<file path="config.mk">
export PLATFORM = sky130hd
export DESIGN_NAME = stack_ptr_unit
export DESIGN_NICKNAME = d
export VERILOG_FILES = /design/src/rtl/stack_ptr_unit.sv
export SDC_FILE = /design/constraint.sdc
export NUM_CORES = 1
export LEC_CHECK = 0
export ABC_AREA = 1
export CAP_MARGIN = 20
export CORE_MARGIN = 10
export CORE_UTILIZATION = 50
export DETAILED_ROUTE_END_ITERATION = 10
export PLACE_DENSITY = 0.72
export SLEW_MARGIN = 15
export SYNTH_ARGS = -nofsm -noshare
export SYNTH_HDL_FRONTEND = slang
export SYNTH_SLANG_ARGS = --single-unit
</file>
<file path="constraint.sdc">
create_clock -name CLK -period 4.2 [get_ports CLK]
set_clock_uncertainty 0.1 [all_clocks]
set_input_delay 0.42 -clock CLK [delete_from_list [all_inputs] [get_ports CLK]]
set_output_delay 0.42 -clock CLK [all_outputs]
set_load 0.05 [all_outputs]
</file>
<file path="src/rtl/stack_ptr_unit.sv">
// Data/return stack pointer unit for the stack processor: tracks DP/RP, depths,
// high-water marks, and raises a sticky overflow/underflow fault that freezes both stacks.
module stack_ptr_unit #(
  parameter int                ADDR_W  = 16,
  parameter int                STEP    = 2,
  parameter logic [ADDR_W-1:0] D_TOP   = 16'h7FFE,
  parameter int                D_DEPTH = 64,
  parameter logic [ADDR_W-1:0] R_TOP   = 16'hFFFE,
  parameter int                R_DEPTH = 32
) (
  input  logic              CLK,
  input  logic              reset_n,
  input  logic [1:0]        dp_inc,
  input  logic [1:0]        rp_inc,
  input  logic              fault_clr,
  output logic [ADDR_W-1:0] dp,
  output logic [ADDR_W-1:0] rp,
  output logic [7:0]        d_depth,
  output logic [7:0]        r_depth,
  output logic [7:0]        d_hwm,
  output logic [7:0]        r_hwm,
  output logic              d_empty,
  output logic              d_full,
  output logic              r_empty,
  output logic              r_full,
  output logic              fault,
  output logic [2:0]        fault_code
);

  typedef enum logic [1:0] {
    OP_HOLD = 2'b00,
    OP_PUSH = 2'b01,
    OP_POP  = 2'b10,
    OP_RSVD = 2'b11
  } op_e;

  typedef enum logic [2:0] {
    FC_NONE  = 3'b000,
    FC_D_OVF = 3'b001,
    FC_D_UNF = 3'b010,
    FC_R_OVF = 3'b011,
    FC_R_UNF = 3'b100
  } fault_code_e;

  localparam logic [ADDR_W-1:0] STEP_A  = ADDR_W'(STEP);
  localparam logic [7:0]        D_CAP   = 8'(D_DEPTH);
  localparam logic [7:0]        R_CAP   = 8'(R_DEPTH);

  logic [ADDR_W-1:0] dp_q, rp_q, dp_d, rp_d;
  logic [7:0]        d_depth_q, r_depth_q, d_depth_d, r_depth_d;
  logic [7:0]        d_hwm_q, r_hwm_q, d_hwm_d, r_hwm_d;
  logic              fault_q, fault_d;
  fault_code_e       code_q, code_d;

  logic d_push, d_pop, r_push, r_pop;
  logic d_ovf, d_unf, r_ovf, r_unf, err, run;

  assign d_empty = (d_depth_q == 8'd0);
  assign d_full  = (d_depth_q == D_CAP);
  assign r_empty = (r_depth_q == 8'd0);
  assign r_full  = (r_depth_q == R_CAP);

  assign d_push = (dp_inc == OP_PUSH);
  assign d_pop  = (dp_inc == OP_POP);
  assign r_push = (rp_inc == OP_PUSH);
  assign r_pop  = (rp_inc == OP_POP);

  assign d_ovf = d_push && d_full;
  assign d_unf = d_pop  && d_empty;
  assign r_ovf = r_push && r_full;
  assign r_unf = r_pop  && r_empty;
  assign err   = d_ovf || d_unf || r_ovf || r_unf;
  // Any error, or an existing fault, suppresses every pointer move this cycle.
  assign run   = !fault_q && !err;

  // NOTE: every signal written here gets a default first so no latch is inferred.
  always_comb begin
    dp_d      = dp_q;
    rp_d      = rp_q;
    d_depth_d = d_depth_q;
    r_depth_d = r_depth_q;
    if (run) begin
      if (d_push) begin
        dp_d      = dp_q - STEP_A;
        d_depth_d = d_depth_q + 8'd1;
      end else if (d_pop) begin
        dp_d      = dp_q + STEP_A;
        d_depth_d = d_depth_q - 8'd1;
      end
      if (r_push) begin
        rp_d      = rp_q - STEP_A;
        r_depth_d = r_depth_q + 8'd1;
      end else if (r_pop) begin
        rp_d      = rp_q + STEP_A;
        r_depth_d = r_depth_q - 8'd1;
      end
    end
    d_hwm_d = (d_depth_d > d_hwm_q) ? d_depth_d : d_hwm_q;
    r_hwm_d = (r_depth_d > r_hwm_q) ? r_depth_d : r_hwm_q;
  end

  // Fault is sticky: only a clear while faulted drops it; D errors take priority.
  always_comb begin
    fault_d = fault_q;
    code_d  = code_q;
    if (fault_q) begin
      if (fault_clr) begin
        fault_d = 1'b0;
        code_d  = FC_NONE;
      end
    end else if (err) begin
      fault_d = 1'b1;
      if (d_ovf)      code_d = FC_D_OVF;
      else if (d_unf) code_d = FC_D_UNF;
      else if (r_ovf) code_d = FC_R_OVF;
      else            code_d = FC_R_UNF;
    end
  end

  // NOTE: sequential state uses non-blocking assignments so all registers update together.
  always_ff @(posedge CLK) begin
    if (!reset_n) begin
      dp_q      <= D_TOP;
      rp_q      <= R_TOP;
      d_depth_q <= 8'd0;
      r_depth_q <= 8'd0;
      d_hwm_q   <= 8'd0;
      r_hwm_q   <= 8'd0;
      fault_q   <= 1'b0;
      code_q    <= FC_NONE;
    end else begin
      dp_q      <= dp_d;
      rp_q      <= rp_d;
      d_depth_q <= d_depth_d;
      r_depth_q <= r_depth_d;
      d_hwm_q   <= d_hwm_d;
      r_hwm_q   <= r_hwm_d;
      fault_q   <= fault_d;
      code_q    <= code_d;
    end
  end

  assign dp         = dp_q;
  assign rp         = rp_q;
  assign d_depth    = d_depth_q;
  assign r_depth    = r_depth_q;
  assign d_hwm      = d_hwm_q;
  assign r_hwm      = r_hwm_q;
  assign fault      = fault_q;
  assign fault_code = code_q;

endmodule

</file>
==> flow_metrics.tcl, run 1 <==
set metrics [dict create \
    cp.depth 23 \
    portBuffers 76 \
    drive_gt1_frac 0.0448 \
    nNetsFinal 972 \
    ys_seq_elements 66 \
    clock_latency_ns 0.38 \
    synth_ff_type "dfxtp_1" \
    drv_cap 0 \
    first_iter_violations 408 \
    overflow 0 \
    pin_count 79 \
    vias_per_cell 5.28 \
    die_y_um 123 \
    grtUsageTotal 0.204 \
    ctsResizeCount 0 \
    syn_avg_cell_area_sq_um 6.27 \
    r2r_start "r_depth[0]" \
    vias 5559 \
    tightest_slew_ns 0.769 \
    arrival_ns 3.95 \
    min_path_type "reg2reg" \
    status "complete, no violations" \
    crit_family "simple AND/OR/NAND/NOR gates" \
    netlist.area_leader.share 0.250 \
    cp_num_buf_inv 7 \
    rsz0062_at_grt "false" \
    root_buffer "clkbuf_8" \
    yosysMostFrequentCell "nand2_1" \
    fillCellCount 989 \
    grt_pass1_vias 5073 \
    antenna_found_initial 0 \
    min-delay-start "fault_code[1]" \
    start_util 0.511 \
    clkTransAtPathRegs_ns 0.07 \
    clk_path_buf_depth 2 \
    r2r_end "d_hwm[6]" \
    firstDrtPassIters 5 \
    path_class "reg2reg" \
    yosys.area.top_type "dfxtp_1" \
    ant_nets 0 \
    required_ns 4.37 \
    synthTopCellsByCount "269 x nand2_1, 100 x inv_1, 75 x a21oi_1" \
    cts_buffers 9 \
    cp_cell_sequence "inv_1 > ha_1 > nand2_1 > inv_1 > nand3_1 > nand2_2 > nor2_8 > nand2_4 > inv_4 > nand2_1 > nand2_1 > inv_1 > ha_1 > nand2_1 > inv_1 > o21ai_0 > a21o_1 > nand2_1 > nand2_1 > inv_1 > nand3_1 > nand2_1 > inv_1" \
    period_minus_slack_ns 3.77 \
    areaGrowthSynthToFinish_pct 19.3 \
    synthDistinctLibCells 35 \
    min_period_over_period 0.898 \
    tritoncts "yes" \
    fp.coreArea_sq_um 10300 \
    clkSinkCount 66 \
    ys_seq_area_frac 0.250 \
    synth-edff-count 0 \
    relSlewSlack 0.486 \
    die_w_um 123 \
    cp-end-kind "flip-flop" \
    grt_pass1_wl_um 24700 \
    synth_area_sq_um 5280 \
    hold_depth 2 \
    hpwl_um 11800 \
    detail_route.wl_per_cell_um 14.6 \
    crit_path_max_fanout 17 \
    syn_inst 842 \
    fin_setup_tns_ns 0 \
    synthTopCellsByArea "dfxtp_1 25%, nand2_1 19%, ha_1 12%" \
    die_area_sq_um 15100 \
    place.gp.congestion 0.922 \
    rows 37 \
    postSynth.asyncResetShare 0 \
    htreeDepth 3 \
    r2r_cells 23 \
    slowest_stage "dfxtp_1" \
    cts_hold_buffers 0 \
    cp_common_cell "nand2_1" \
    slew_viol_final 0 \
    n_antenna_cell 0 \
    post_cts_buffers 0 \
    max_stage_delay_ns 0.54 \
    setup_viol 0 \
    drcViolationCount 0 \
    r2r_setup_slack_ns 0.43 \
    holdPathEnd "fault_code[1]" \
    synth-warning-count 0 \
    finalHoldViolations 0 \
    grt_max_degree 27 \
    drt-total-wl_um 15300 \
    start_kind "flip-flop" \
    clock.fmax_ghz 0.265 \
]
## kinds of logic after synthesis
kind of cell	count (synthesis)	synth area share
AO/OA/AOI/OAI	129	0.127
XOR/XNOR	20	0.0332
adder cells (fa/ha/maj)	54	0.131
buffers and inverters	131	0.101
flip-flops	66	0.250
other	1	0.000711
AND/OR/NAND/NOR	441	0.356
## worst max path at each step
| stage | start | end | slack, ns |
|---|---|---|---|
| 2_1_floorplan | r_depth[0] | r_hwm[0] | 0.73 |
| 3_3_place_gp | dp_inc[1] | d_hwm[0] | 0.41 |
| 5_1_grt | r_depth[0] | d_hwm[6] | 0.08 |
| 6_report | r_depth[0] | d_hwm[6] | 0.43 |
| 4_1_cts | r_depth[0] | d_hwm[6] | 0.47 |
| 3_5_place_dp | dp_inc[0] | d_hwm[6] | 0.21 |
## metal layers
layer  wire length [um]  track usage
met1               7380        0.271
met2               6690        0.313
met3                984       0.0523
met4                265       0.0707
met5                  0            0
## placed cells by master (no fill, tap or decap), types with 6 or more instances in the layout
| cell type | n |
|---|---|
| inv_1 | 100 |
| ha_1 | 52 |
| nand2_1 | 269 |
| xor2_1 | 13 |
| xnor2_1 | 7 |
| clkbuf_8 | 10 |
| a21oi_1 | 75 |
| o21ai_1 | 9 |
| buf_4 | 6 |
| dfxtp_1 | 66 |
| nand3_1 | 70 |
| clkdlybuf4s50_1 | 76 |
| nor2_1 | 62 |
| nand4_1 | 15 |
| nor3_1 | 7 |
| o21ai_0 | 35 |
## worst min-delay path, delay by kind of cell, from the launching register on
| family | cells | cell delay, ns |
|---|---|---|
| AOI/OAI and AO/OA | 1 | 0.05 |
| DFF | 1 | 0.31 |
| and+or+nand+nor | 1 | 0.06 |
## layout make-up
cell class,count,area (sq um),area share
well taps,136,170,0.0270
flip-flops and latches,66,1320,0.210
repair buffers,82,806,0.128
clock buffers,11,141,0.0225
inverters,106,400,0.0636
clock inverters,5,30.0,0.00477
multi-input cells,646,3420,0.544
## registers in the layout (all words and copies together) (netlist names)
name        flops
d_hwm           8
rp             15
fault           1
dp             15
fault_code      3
d_depth         8
r_depth         8
r_hwm           8
## stage by stage
stage          utilization  setup slack, ns  hold slack, ns  area (sq um)  cells
5_1_grt              0.610           0.0806           0.385          6290   1052
2_1_floorplan            -            0.730           0.421          5280    843
6_report             0.610            0.427           0.367          6290   1052
4_1_cts              0.610            0.468           0.364          6290   1052
3_5_place_dp         0.593            0.209           0.354          6120   1036
3_3_place_gp         0.593            0.410           0.341          6120   1036
Power of run 1 is not shown: default switching activity piles up to over one toggle a cycle in this logic, so the estimate is an artifact.
==> run 2, diff against run 1 <==
--- a/config.mk
+++ b/config.mk
@@ -12,2 +12,3 @@
 export DETAILED_ROUTE_END_ITERATION = 10
+export MAX_ROUTING_LAYER = met4
 export PLACE_DENSITY = 0.72
==> constraint.sdc (replaced) <==
create_clock -name CLK -period 4.2 [get_ports CLK]
set_clock_uncertainty 0.1 [all_clocks]
set_input_delay 1.26 -clock CLK [delete_from_list [all_inputs] [get_ports CLK]]
set_output_delay 1.26 -clock CLK [all_outputs]
set_load 0.05 [all_outputs]
==> flow_metrics.tcl, run 2 (same netlist as run 1, synthesis figures left out) <==
set metrics [dict create \
    min_path_type "reg2reg" \
    tritoncts "yes" \
    clkTransAtPathRegs_ns 0.07 \
    cp_cell_sequence "inv_1 > ha_1 > inv_1 > nor2_2 > inv_1 > nor3_1 > clkdlybuf4s50_1" \
    rows 37 \
    cts_buffers 9 \
    slowest_stage "clkdlybuf4s50_1" \
    pin_count 79 \
    clkSinkCount 66 \
    overflow 0 \
    grt_max_degree 26 \
    start_kind "flip-flop" \
    ctsResizeCount 0 \
    status "complete, no violations" \
    fin_util 0.635 \
    relSlewSlack 0.498 \
    clk_path_buf_depth 2 \
    root_buffer "clkbuf_8" \
    arrival_ns 2.57 \
    min_period_over_period 0.935 \
    drv_cap 0 \
    areaGrowthSynthToFinish_pct 24.2 \
    post_cts_buffers 0 \
    period_minus_slack_ns 3.93 \
    cts_hold_buffers 0 \
    n_antenna_cell 0 \
    preCtsSetupSlack_ns 0.0341 \
    cp_common_cell "inv_1" \
    tightest_slew_ns 0.752 \
    drt-total-wl_um 14900 \
    rsz0062_at_grt "false" \
    die_w_um 123 \
    portBuffers 76 \
    slew_viol_final 0 \
    required_ns 2.84 \
    hpwl_um 11500 \
    grt_pass1_wl_um 25200 \
    ant_nets 0 \
    die_area_sq_um 15100 \
    fillCellCount 989 \
    vias 5635 \
    clock.fmax_ghz 0.255 \
    die_y_um 123 \
    multi_input_area_sq_um 3420 \
    setup_viol 0 \
    nNetsFinal 999 \
    layout_setup_ws_ns 0.273 \
    antenna_found_initial 0 \
    place.gp.congestion 0.931 \
    start_util 0.511 \
    drcViolationCount 0 \
    drive_gt1_frac 0.0722 \
    detail_route.wl_per_cell_um 13.8 \
    layout_common_cells "269 x nand2_1, 100 x inv_1, 76 x clkdlybuf4s50_1, 75 x a21oi_1, 70 x nand3_1" \
    grtUsageTotal 0.209 \
    htreeDepth 3 \
    max_stage_delay_ns 0.88 \
    placed_area_sq_um 6340 \
    clock_latency_ns 0.36 \
    seqCellArea_sq_um 1320 \
    stdcell_area_sq_um 6550 \
    grt_pass1_vias 5238 \
    cp-end-kind "primary output" \
    fin_setup_tns_ns 0 \
    finalHoldViolations 0 \
    crit_path_max_fanout 8 \
    vias_per_cell 5.23 \
    fp.coreArea_sq_um 10300 \
    first_iter_violations 414 \
    layout_commonest_cell "nand2_1" \
    firstDrtPassIters 5 \
    path_class "reg2out" \
]
==> run 2: cell count changes in the layout (fill, tap and decap cells not counted), sizes merged <==
| cell | previous run | this run |
|---|---|---|
| clkinvlp | 2 | 0 |
| clkbuf | 11 | 10 |
| bufinv | 0 | 2 |
| buf | 6 | 33 |
==> run 2: through the flow <==
| stage | hold slack, ns | cells |
|---|---|---|
| final | 0.374 | 1078 |
| after global routing | 0.388 | 1078 |
| after floorplan | 0.565 | 843 |
| after detailed placement | 0.362 | 1063 |
| after global placement | 0.367 | 1063 |
| after CTS | 0.373 | 1078 |
==> run 2: final timing paths <==
check / start / end / slack [ns] / depth (start not counted)
max reg2reg: r_depth[0] / d_hwm[0] / 1.02 / 21
max: d_depth[0] / d_full / 0.27 / 7
min reg2reg: fault_code[2] / fault_code[2] / 0.37 / 2
min: fault_code[2] / fault_code[2] / 0.37 / 2
==> run 2: final cells by class <==
type / count / share of cell area
timing repair buffer: 109 / 0.156
inverter: 106 / 0.0611
multi-input combinational: 646 / 0.523
tap: 136 / 0.0260
sequential: 66 / 0.202
clock inverter: 5 / 0.0120
clock buffer: 10 / 0.0210
==> run 2: critical path, delay by kind of cell (launching register included) <==
| family | cells | cell delay, ns |
|---|---|---|
| flops | 1 | 0.41 |
| simple gates | 2 | 0.47 |
| fa+ha+maj | 1 | 0.16 |
| buf+inv | 4 | 1.16 |
==> run 2: layer usage <==
layer / global-route usage / part of all wire / routed length [um] / vias up
li1: - / - / - / 2900
met1: 0.273 / 0.49 / 7240 / 2551
met2: 0.321 / 0.44 / 6580 / 164
met3: 0.0386 / 0.061 / 904 / 20
met4: 0.0626 / 0.012 / 185 / 0
met5: - / 0 / 0 / -
Power of run 2 is left out for the same reason.
==> run 3, diff against run 2 <==
Settings changed: CTS_CLUSTER_SIZE from default to 25, RECOVER_POWER from default to 50.
==> flow_metrics.tcl, run 3 (same netlist as run 1, synthesis figures left out) <==
set metrics [dict create \
    tritoncts "yes" \
    slowest_stage "clkdlybuf4s50_1" \
    path_class "reg2out" \
    vias_per_cell 5.24 \
    drv_cap 0 \
    drive_gt1_frac 0.0658 \
    topRoutingLayerUsed "met4" \
    clk_path_buf_depth 2 \
    fp.coreArea_sq_um 10300 \
    min_path_type "reg2reg" \
    clkTransAtPathRegs_ns 0.07 \
    drcViolationCount 0 \
    clkSinkCount 66 \
    layout_commonest_cell "nand2_1" \
    clock.fmax_ghz 0.253 \
    crit_path_max_fanout 8 \
    start_util 0.511 \
    antenna_found_initial 0 \
    period_minus_slack_ns 3.95 \
    met2_length_um 6620 \
    root_buffer "clkbuf_8" \
    firstDrtPassIters 5 \
    htreeDepth 3 \
    fin_setup_tns_ns 0 \
    status "complete, no violations" \
    vias 5651 \
    grt_pass1_wl_um 25200 \
    die_y_um 123 \
    post_cts_buffers 0 \
    grt_pass1_vias 5238 \
    arrival_ns 2.59 \
    start_kind "flip-flop" \
    layout_common_cells "270 x nand2_1, 101 x inv_1, 75 x a21oi_1, 70 x nand3_1, 66 x dfxtp_1" \
    first_iter_violations 407 \
    dr_wl_met3_um 848 \
    detail_route.wl_per_cell_um 13.9 \
    drt-total-wl_um 14900 \
    areaGrowthSynthToFinish_pct 23.9 \
    ctsResizeCount 0 \
    tightest_slew_ns 0.746 \
    die_w_um 123 \
    setup_viol 0 \
    place.gp.congestion 0.931 \
    min_period_over_period 0.941 \
    n_antenna_cell 0 \
    cts_hold_buffers 0 \
    overflow 0 \
    cp_cell_sequence "inv_1 > ha_1 > inv_1 > nor2_2 > inv_1 > nor3_1 > clkdlybuf4s50_1" \
    grtUsageTotal 0.209 \
    die_area_sq_um 15100 \
    wl_met1_um 7300 \
    cts_buffers 9 \
    portBuffers 76 \
    hpwl_um 11500 \
    cp_common_cell "inv_1" \
    rows 37 \
    finalHoldViolations 0 \
    clock_latency_ns 0.36 \
    cp-end-kind "primary output" \
    grt_max_degree 26 \
    required_ns 2.84 \
    rsz0062_at_grt "false" \
    max_stage_delay_ns 0.89 \
    nNetsFinal 999 \
    slew_viol_final 0 \
    ant_nets 0 \
    pin_count 79 \
    relSlewSlack 0.502 \
]
run 3: changes by cell type in the layout (fill, tap and decap cells not counted), sizes merged:
| cell | delta |
|---|---|
| clkdlybuf4s50 | -49 |
| buf | -6 |
| clkbuf | +6 |
| dlygate4sd3 | +49 |
run 3: worst paths after layout:
path | endpoint | from | slack, ns | cells past startpoint
worst max-delay path | d_full | d_depth[0] | 0.25 | 7
worst min-delay path | fault_code[2] | fault_code[2] | 0.38 | 2
worst max register to register | r_hwm[3] | d_depth[0] | 0.97 | 20
worst min register to register | fault_code[2] | fault_code[2] | 0.38 | 2
run 3: final cells by class:
type	instances	area [sq um]
repair buffers	109	1010
clock inverters	5	78.8
flip-flops and latches	66	1320
well taps	136	170
multi-input cells	646	3420
fillers	993	3790
inverters	106	400
clock buffers	10	138
run 3: stage by stage:
step,cells,worst slack [ns],utilization,cell area (sq um),hold slack [ns]
floorplan,843,0.217,-,5280,0.565
global placement,1063,0.0573,0.614,6340,0.367
detailed placement,1063,0.0341,0.614,6340,0.362
CTS,1078,0.267,0.635,6550,0.373
global route,1078,0.0443,0.633,6540,0.385
finish,1078,0.248,0.633,6540,0.376
run 3: critical path: cells and delay by family, from the launching register on:
family                     cells  cell delay [ns]
buffers and inverters          4             1.17
and+or+nand+nor                2             0.48
DFF                            1             0.41
adders and majority gates      1             0.16
run 3: metal layers:
metal / vias to the layer above / track usage
met5: - / -
met4: 0 / 0.0626
met3: 16 / 0.0386
met2: 153 / 0.321
met1: 2583 / 0.273
li1: 2899 / -
Power of run 3 is left out for the same reason.
